`src/rtl/stack_pkg.sv`:
```
// Shared opcode encodings, FSM state codes and a small opcode helper for the LIFO stack.
package stack_pkg;

    typedef logic [1:0] op_t;
    typedef logic [1:0] state_t;

    localparam op_t OP_PUSH  = 2'b00;
    localparam op_t OP_POP   = 2'b01;
    localparam op_t OP_PEEK  = 2'b10;
    localparam op_t OP_CLEAR = 2'b11;

    localparam state_t ST_IDLE = 2'd0;
    localparam state_t ST_EXEC = 2'd1;
    localparam state_t ST_RESP = 2'd2;

    // Pop and peek both read the top-of-stack word.
    function automatic logic is_read(input op_t op);
        return (op == OP_POP) || (op == OP_PEEK);
    endfunction

endpackage

```
`src/rtl/param_lifo_stack_if.sv`:
```
// Request/response bus of the LIFO stack plus its status flags and an FSM state debug tap.
interface param_lifo_stack_if #(
    parameter int WIDTH = 8,
    parameter int DEPTH = 16
);
    localparam int CW = $clog2(DEPTH + 1);

    // Handshake: a request is taken on a rising edge with req_valid && req_ready; the requester
    // holds req_valid/req_op/req_data until then. rsp_valid is a one-cycle pulse, no back-pressure.
    logic             req_valid;
    logic             req_ready;
    logic [1:0]       req_op;
    logic [WIDTH-1:0] req_data;
    logic             rsp_valid;
    logic [WIDTH-1:0] rsp_data;
    logic             rsp_err;
    logic [CW-1:0]    count;
    logic             empty;
    logic             full;
    logic             ovf_sticky;
    logic             udf_sticky;
    logic [1:0]       dbg_state;

    modport master (
        output req_valid, req_op, req_data,
        input  req_ready, rsp_valid, rsp_data, rsp_err, count, empty, full,
               ovf_sticky, udf_sticky, dbg_state
    );

    modport slave (
        input  req_valid, req_op, req_data,
        output req_ready, rsp_valid, rsp_data, rsp_err, count, empty, full,
               ovf_sticky, udf_sticky, dbg_state
    );

endinterface

```
`src/rtl/stack_mem.sv`:
```
// DEPTH x WIDTH storage array: one write port, one registered read port, contents never reset.
module stack_mem #(
    parameter int   WIDTH = 8,
    parameter int   DEPTH = 16,
    localparam int  AW    = $clog2(DEPTH)
) (
    input  logic             clk,
    input  logic             we,
    input  logic [AW-1:0]    waddr,
    input  logic [WIDTH-1:0] wdata,
    input  logic             re,
    input  logic [AW-1:0]    raddr,
    output logic [WIDTH-1:0] rdata
);

    logic [WIDTH-1:0] mem [DEPTH];

    always_ff @(posedge clk) begin
        if (we) begin
            mem[waddr] <= wdata;
        end
        if (re) begin
            rdata <= mem[raddr];
        end
    end

endmodule

```
`src/rtl/param_lifo_stack.sv`:
```
// Parametrised LIFO stack: IDLE -> EXEC -> RESP per request, with guarded push/pop/peek/clear.
module param_lifo_stack
    import stack_pkg::*;
#(
    parameter int WIDTH = 8,
    parameter int DEPTH = 16
) (
    input  logic                clk,
    input  logic                rst,
    param_lifo_stack_if.slave   bus
);

    localparam int AW = $clog2(DEPTH);
    localparam int CW = $clog2(DEPTH + 1);

    state_t           state;
    op_t              op_q;
    logic [WIDTH-1:0] data_q;
    logic [CW-1:0]    sp;
    logic             empty_q;
    logic             full_q;
    logic             ovf_q;
    logic             udf_q;
    logic             err_q;
    logic             rd_ok_q;
    logic [WIDTH-1:0] rd_data;
    logic             do_write;
    logic             do_read;
    logic [AW-1:0]    waddr;
    logic [AW-1:0]    raddr;

    // Memory strobes fire only in EXEC and only when the guard allows the access.
    assign do_write = (state == ST_EXEC) && (op_q == OP_PUSH) && !full_q;
    assign do_read  = (state == ST_EXEC) && is_read(op_q) && !empty_q;
    assign waddr    = AW'(sp);
    assign raddr    = AW'(sp - CW'(1));

    stack_mem #(
        .WIDTH (WIDTH),
        .DEPTH (DEPTH)
    ) u_mem (
        .clk   (clk),
        .we    (do_write),
        .waddr (waddr),
        .wdata (data_q),
        .re    (do_read),
        .raddr (raddr),
        .rdata (rd_data)
    );

    always_ff @(posedge clk or posedge rst) begin
        if (rst) begin
            state   <= ST_IDLE;
            op_q    <= OP_PUSH;
            data_q  <= '0;
            sp      <= '0;
            empty_q <= 1'b1;
            full_q  <= 1'b0;
            ovf_q   <= 1'b0;
            udf_q   <= 1'b0;
            err_q   <= 1'b0;
            rd_ok_q <= 1'b0;
        end else begin
            case (state)
                ST_IDLE: begin
                    if (bus.req_valid) begin
                        op_q   <= bus.req_op;
                        data_q <= bus.req_data;
                        state  <= ST_EXEC;
                    end
                end
                ST_EXEC: begin
                    state   <= ST_RESP;
                    err_q   <= 1'b0;
                    rd_ok_q <= 1'b0;
                    case (op_q)
                        OP_PUSH: begin
                            if (full_q) begin
                                err_q <= 1'b1;
                                ovf_q <= 1'b1;
                            end else begin
                                sp      <= sp + CW'(1);
                                empty_q <= 1'b0;
                                full_q  <= (sp + CW'(1)) == CW'(DEPTH);
                            end
                        end
                        OP_POP: begin
                            if (empty_q) begin
                                err_q <= 1'b1;
                                udf_q <= 1'b1;
                            end else begin
                                sp      <= sp - CW'(1);
                                full_q  <= 1'b0;
                                empty_q <= sp == CW'(1);
                                rd_ok_q <= 1'b1;
                            end
                        end
                        OP_PEEK: begin
                            if (empty_q) begin
                                err_q <= 1'b1;
                                udf_q <= 1'b1;
                            end else begin
                                rd_ok_q <= 1'b1;
                            end
                        end
                        default: begin
                            sp      <= '0;
                            empty_q <= 1'b1;
                            full_q  <= 1'b0;
                            ovf_q   <= 1'b0;
                            udf_q   <= 1'b0;
                        end
                    endcase
                end
                ST_RESP: state <= ST_IDLE;
                default: state <= ST_IDLE;
            endcase
        end
    end

    // The read register only changes on a successful read, so rsp_data holds between responses.
    assign bus.rsp_data   = rd_ok_q ? rd_data : '0;
    assign bus.req_ready  = (state == ST_IDLE);
    assign bus.rsp_valid  = (state == ST_RESP);
    assign bus.rsp_err    = err_q;
    assign bus.count      = sp;
    assign bus.empty      = empty_q;
    assign bus.full       = full_q;
    assign bus.ovf_sticky = ovf_q;
    assign bus.udf_sticky = udf_q;
    assign bus.dbg_state  = state;

endmodule

```
`src/flat_wrapper.sv`:
```
// flat-port wrapper written by rule: the top's interface ports become plain ports
module param_lifo_stack_flat import stack_pkg::*;
#(
    parameter int WIDTH = 8,
    parameter int DEPTH = 16
)
  (clk, rst, bus_req_valid, bus_req_op, bus_req_data, bus_req_ready, bus_rsp_valid, bus_rsp_data, bus_rsp_err, bus_count, bus_empty, bus_full, bus_ovf_sticky, bus_udf_sticky, bus_dbg_state);
  param_lifo_stack_if #(.WIDTH(WIDTH), .DEPTH(DEPTH)) bus_i ();
  input  logic clk;
  input  logic rst;
  input wire logic [$bits(bus_i.req_valid)-1:0] bus_req_valid;
  input wire logic [$bits(bus_i.req_op)-1:0] bus_req_op;
  input wire logic [$bits(bus_i.req_data)-1:0] bus_req_data;
  output wire logic [$bits(bus_i.req_ready)-1:0] bus_req_ready;
  output wire logic [$bits(bus_i.rsp_valid)-1:0] bus_rsp_valid;
  output wire logic [$bits(bus_i.rsp_data)-1:0] bus_rsp_data;
  output wire logic [$bits(bus_i.rsp_err)-1:0] bus_rsp_err;
  output wire logic [$bits(bus_i.count)-1:0] bus_count;
  output wire logic [$bits(bus_i.empty)-1:0] bus_empty;
  output wire logic [$bits(bus_i.full)-1:0] bus_full;
  output wire logic [$bits(bus_i.ovf_sticky)-1:0] bus_ovf_sticky;
  output wire logic [$bits(bus_i.udf_sticky)-1:0] bus_udf_sticky;
  output wire logic [$bits(bus_i.dbg_state)-1:0] bus_dbg_state;
  assign bus_i.req_valid = bus_req_valid;
  assign bus_i.req_op = bus_req_op;
  assign bus_i.req_data = bus_req_data;
  assign bus_req_ready = bus_i.req_ready;
  assign bus_rsp_valid = bus_i.rsp_valid;
  assign bus_rsp_data = bus_i.rsp_data;
  assign bus_rsp_err = bus_i.rsp_err;
  assign bus_count = bus_i.count;
  assign bus_empty = bus_i.empty;
  assign bus_full = bus_i.full;
  assign bus_ovf_sticky = bus_i.ovf_sticky;
  assign bus_udf_sticky = bus_i.udf_sticky;
  assign bus_dbg_state = bus_i.dbg_state;
  param_lifo_stack #(.WIDTH(WIDTH), .DEPTH(DEPTH)) u_core (.clk(clk), .rst(rst), .bus(bus_i));
endmodule
```
`config.mk`:
```
export PLATFORM = sky130hd
export DESIGN_NAME = param_lifo_stack_flat
export DESIGN_NICKNAME = d
export VERILOG_FILES = /design/src/rtl/stack_pkg.sv /design/src/rtl/param_lifo_stack_if.sv /design/src/rtl/stack_mem.sv /design/src/rtl/param_lifo_stack.sv /design/src/flat_wrapper.sv
export SDC_FILE = /design/constraint.sdc
export NUM_CORES = 1
export LEC_CHECK = 0
export CAP_MARGIN = 20
export CORE_ASPECT_RATIO = 0.6
export CORE_UTILIZATION = 60
export CTS_CLUSTER_SIZE = 8
export DETAILED_ROUTE_END_ITERATION = 16
export PLACE_DENSITY = 0.86
export REMOVE_ABC_BUFFERS = 1
export SKIP_CTS_REPAIR_TIMING = 1
export SYNTH_ARGS = -nofsm -noshare
export SYNTH_HDL_FRONTEND = slang
export SYNTH_SLANG_ARGS = --single-unit
```
`constraint.sdc`:
```
create_clock -name clk -period 3.95 [get_ports clk]
set_input_delay 0.79 -clock clk [delete_from_list [all_inputs] [get_ports clk]]
set_output_delay 0.79 -clock clk [all_outputs]
set_load 0.02 [all_outputs]
```
# Word level (Yosys, flattened, before mapping)
# Memories as Yosys holds them, arrays and structs flattened. A register that Yosys moved wholly into a read port is not among the register bits.
# Cells that the tools add are included.
# word_totals
ff_bits	23
latch_bits	0
ram_bits	128
rom_bits	0
output_inout_bits	22
elab_cells	66
mem_count	1
# classes
add_sub_neg	2
multipliers	0
div_mod_pow	0
order_cmp	0
eq_ne	11
shift	0
mux	23
n_bitwise	3
reduce_logical	16
# memory_table
name	depth	word_bits	rd	rd_ports_with_merged_regs	write_ports	line	text
u_core.u_mem.mem	16	8	1	1	1	stack_mem.sv:16	logic [WIDTH-1:0] mem [DEPTH];
# ops
cell	n
$pmux 5 s3	1
$mux 1	12
$reduce_and 3->1	4
$mux 5	2
$mux 8	1
$ne 2x2->1 const B	3
$pmux 1 s2	3
$pmux 1 s3	2
$add 5x1->5 const B	1
$eq 5x1->1 const B	1
$eq 5x5->1 const B	1
$sub 5x1->5 const B	1
$eq 2x1->1 const B	2
$eq 2x2->1 const B	2
$logic_and 1x1->1	4
$logic_not 2->1	2
$ne 2x1->1 const B	2
$pmux 2 s2	1
$reduce_and 4->1	1
$not 1->1	3
$logic_not 1->1	2
$mux 2	1
$reduce_and 2->1	1
$reduce_or 2->1	1
$logic_or 1x1->1	1

# Longest topological paths before layout
# depth
word_depth	5
ltp_mapped	10

# Cells and area by module
# A second synthesis with hierarchy kept.
# hier_totals
hier_cells	355
area_unflattened_um2	6511.2
# by_module_without_submodules
module	instances	cells_each	area_per_inst_um2
stack_mem	1	229	5227.5
param_lifo_stack	1	126	1283.7

# Worst setup path after synthesis
# No wires, ideal clock.
# synth_timing
path_kind	register to register
startpoint	register u_core.sp[0] (netlist: u_core.bus.count[0])
endpoint	register u_core.u_mem.rdata[1] (read register of u_core.u_mem.mem) (data pin)
arrival_ns	2.505
setup_slack_ns	1.185
path_stages_with_launch	11
path_buffers	4
cell_sequence	dfrtp_1 > buf_2 > buf_4 > buf_2 > inv_1 > ha_1 > xnor2_1 > buf_6 > a2111oi_1 > nor4_1 > mux2_2
# synth_between
elab_chain_cells	1
# synth_rtl
element	line	text
start: declaration	param_lifo_stack.sv:19	logic [CW-1:0] sp;
start signal: assignment	param_lifo_stack.sv:82	sp <= sp + CW'(1);
start signal: assignment	param_lifo_stack.sv:92	sp <= sp - CW'(1);
$sub 5x1->5	param_lifo_stack.sv:36	assign raddr = AW'(sp - CW'(1));
end: declaration	stack_mem.sv:13	output logic [WIDTH-1:0] rdata
# Every way passes these cells.
# A chain may end at the register's enable or synchronous reset.

# Worst setup path after layout
# layout_timing
startpoint	register u_core.sp[0] (netlist: u_core.bus.count[0])
endpoint	output port bus_count[0]
# layout_lines
element	line	text
end: declaration	flat_wrapper.sv:18	output wire logic [$bits(bus_i.count)-1:0] bus_count;
# No word-level cell between the ends.

==> flow_summary.ini <==
[logic_synthesis]
synth.distinct_cells = 44
synth_top_flop_cell = edfxtp_1
syn_area_mm2 = 0.006782
synth_cells = 460
syn_area_per_cell_um2 = 14.74
synth_seq_cells = 159
yosysWarnings = 0
synth_edf_count = 136
synthArstFlopShare = 0.1447
ys_seq_area_frac = 0.6873

[power]
power_frac_seq = 0.391
power_switching_mw = 1.984
vdd_ir_drop_max_mv = 0.5054
power.share.clock = 0.268
p_int_mw = 3.868
p_leak_nw = 2.727
p_per_area_mw_per_mm2 = 751.8
combPwrFrac = 0.341
p_sw_frac = 0.3390

[layout]
fin_nets = 513
drive_gt1_frac = 0.1193
diodes = 0
syn_to_final_growth_pct = 14.78
final_util = 0.7223

[global_routing]
antenna_found_initial = 0
grt_max_degree = 62
grt_pass1_vias = 3948
grtUsageTotal = 0.2595
grt_pass1_wl_mm = 22.18
overflow = 0

[timing]
min_period_ps = 2955
tns_ps = 0
max_freq_mhz = 338.4
slew_violations = 0
hold_violations = 0
final.period_utilization = 0.7482
final-setup-viol-count = 0
worst_slew_pin_slew_ps = 995.7
relSlewSlack = 0.3338
fin_worst_skew_ps = 13.50
rsz0062_at_grt = false

[drt]
first_pass_iters = 11
routed-via-count = 4075
route.detailed.drc = 1
via_per_inst = 6.347
top_layer_used = met4
met2_length_mm = 6.325
wl_met1_mm = 6.515
dr.first_iter.drc_count = 467
wl_met3_mm = 1.211
drt-total-wl_mm = 14.17
antenna_left = 0
wl_per_cell_um = 22.08

[clock_network]
cts_tree = built
worstSkewPairLatency_ps = 430
clk_pin_slew_ps = 60
clockRootBuffer = clkbuf_16
h-tree-depth = 4
cts_buffer_depth = 2
tritoncts.num_buffers = 17
cts.sinks = 159

[min_path]
hp-class = flip-flop to flip-flop

[run_status]
status = finished, violations left
violations = DRC

[setup_path]
slowest_stage = clkdlybuf4s50_1
critPathKind = flip-flop to primary output
worstPathRequired_ps = 3160
critPathLaunchType = flip-flop
arrival_ps = 2170
crit_chain = buf_4 -> clkdlybuf4s50_1
critPathMaxStageDelay_ps = 730
worst-path-max-fanout = 61
cp-end-kind = primary output

[floorplan]
row_count = 29
die_w_um = 139.3
start_util = 0.6293
die_y_um = 84.35
die_area_mm2 = 0.01175
ios = 35
core_mm2 = 0.01078

[placement]
dpl.hpwl_mm = 8.847
globalplace.congestion = 0.8896
port_buffers = 34

[run]
maxCapViolCount = 0
-- sequential cells by signal (all words and copies together), names as in the netlist --
signal / count
u_core.u_mem.rdata: 8
u_core.bus.empty: 1
u_core.rd_ok_q: 1
u_core.bus.udf_sticky: 1
u_core.bus.rsp_err: 1
u_core.bus.ovf_sticky: 1
u_core.data_q: 8
u_core.op_q: 2
u_core.bus.full: 1
u_core.bus.dbg_state: 2
u_core.bus.count: 5
u_core.u_mem.mem: 128
-- logic make-up after synthesis --
kind of cell	Yosys count	synth area share
xor gates and xnor gates	6	0.008856
muxes	49	0.07528
adders and majority gates	10	0.01845
DFF	159	0.6873
and+or+nand+nor	139	0.1140
buffers and inverters	42	0.02841
AOI/OAI and AO/OA	55	0.06771
-- synthesized netlist by cell type, drive strengths merged, types with 2 or more instances --
| master | instances | area [µm²] |
|---|---|---|
| dfrtp | 22 | 550.5 |
| a22oi | 2 | 15.01 |
| nand2 | 16 | 60.06 |
| nand3 | 4 | 20.02 |
| ha | 10 | 125.1 |
| a21o | 2 | 15.01 |
| xnor2 | 5 | 51.30 |
| inv | 11 | 41.29 |
| edfxtp | 136 | 4084 |
| mux2i | 33 | 330.3 |
| o31ai | 3 | 22.52 |
| and3 | 32 | 200.2 |
| clkbuf | 17 | 63.81 |
| nor4 | 16 | 100.1 |
| buf | 14 | 87.58 |
| nor2 | 19 | 71.32 |
| o21ai | 7 | 35.03 |
| nand2b | 3 | 18.77 |
| mux2 | 16 | 180.2 |
| and2 | 9 | 56.31 |
| nor2b | 33 | 206.5 |
| nor3 | 4 | 20.02 |
| a2111oi | 32 | 302.8 |
-- layout make-up --
type                       count  area (µm²)
sequential                   159        4664
fill                         660        2993
multi-input combinational    259        1936
clock buffer                  21       450.4
timing repair buffer          42       400.4
tap                          139       173.9
clock inverter                11       117.6
inverter                      11       41.29
-- layout by cell type (no fill, tap or decap), types with 3 or more instances in the layout --
master / count
edfxtp_1: 136
clkdlybuf4s50_1: 34
mux2i_1: 33
nor2b_1: 33
and3_1: 32
a2111oi_0: 22
dfrtp_1: 21
nor2_1: 19
clkbuf_16: 17
nand2_1: 16
mux2_2: 16
nor4_1: 16
inv_1: 10
ha_1: 10
and2_1: 8
a2111oi_1: 8
buf_4: 8
o21ai_0: 7
clkinv_2: 5
nand3_1: 4
nor3_1: 4
nand2b_1: 3
o31ai_1: 3
xnor2_1: 3
clkbuf_1: 3
-- metrics by stage --
step / hold slack [ps] / total power [mW] / cell area (µm²) / setup slack [ps] / instances
after floorplan: 533.9 / 3.626 / 6630 / -1067 / 429
after global placement: 473.0 / 4.217 / 7216 / 1295 / 610
after detailed placement: 485.6 / 4.277 / 7216 / 1131 / 610
after CTS: 498.4 / 5.840 / 7784 / 1006 / 642
after global routing: 507.5 / 6.090 / 7784 / 922.6 / 642
final: 493.9 / 5.852 / 7784 / 994.8 / 642
-- path summary, 6_finish.rpt --
| kind | start | to | slack, ps | depth (start not counted) |
|---|---|---|---|---|
| worst max-delay path | u_core.bus.count[0] | bus_count[0] | 990 | 2 |
| worst min-delay path | u_core.bus.rsp_err | u_core.bus.rsp_err | 490 | 2 |
| worst max register to register | u_core.op_q[0] | u_core.u_mem.mem[4][5] | 1130 | 6 |
| worst min register to register | u_core.bus.rsp_err | u_core.bus.rsp_err | 490 | 2 |
| max in group asynchronous | rst | u_core.bus.count[0] | 2410 | 2 |
| min in group asynchronous | rst | u_core.bus.rsp_err | 870 | 2 |
-- power groups by stage --
stage               Sequential, mW  Clock, mW  Combinational [mW]
detailed placement            2.32          0                1.96
global route                  2.31       1.64                2.14
CTS                           2.28       1.58                1.98
floorplan                     2.40          0                1.23
finish                        2.29       1.57                2.00
global placement              2.30          0                1.91
-- per-layer routing --
| metal | vias up | GRT usage |
|---|---|---|
| li1 | 1828 | - |
| met1 | 2026 | 0.3825 |
| met2 | 206 | 0.3769 |
| met3 | 15 | 0.07587 |
| met4 | 0 | 0.07677 |
| met5 | - | 0 |
-- critical path: cells and delay by family (launching register included) --
family,cells,cell delay [ps]
flip-flops,1,410
buffers and inverters,2,1300
Power figures use the tool's default switching activity.
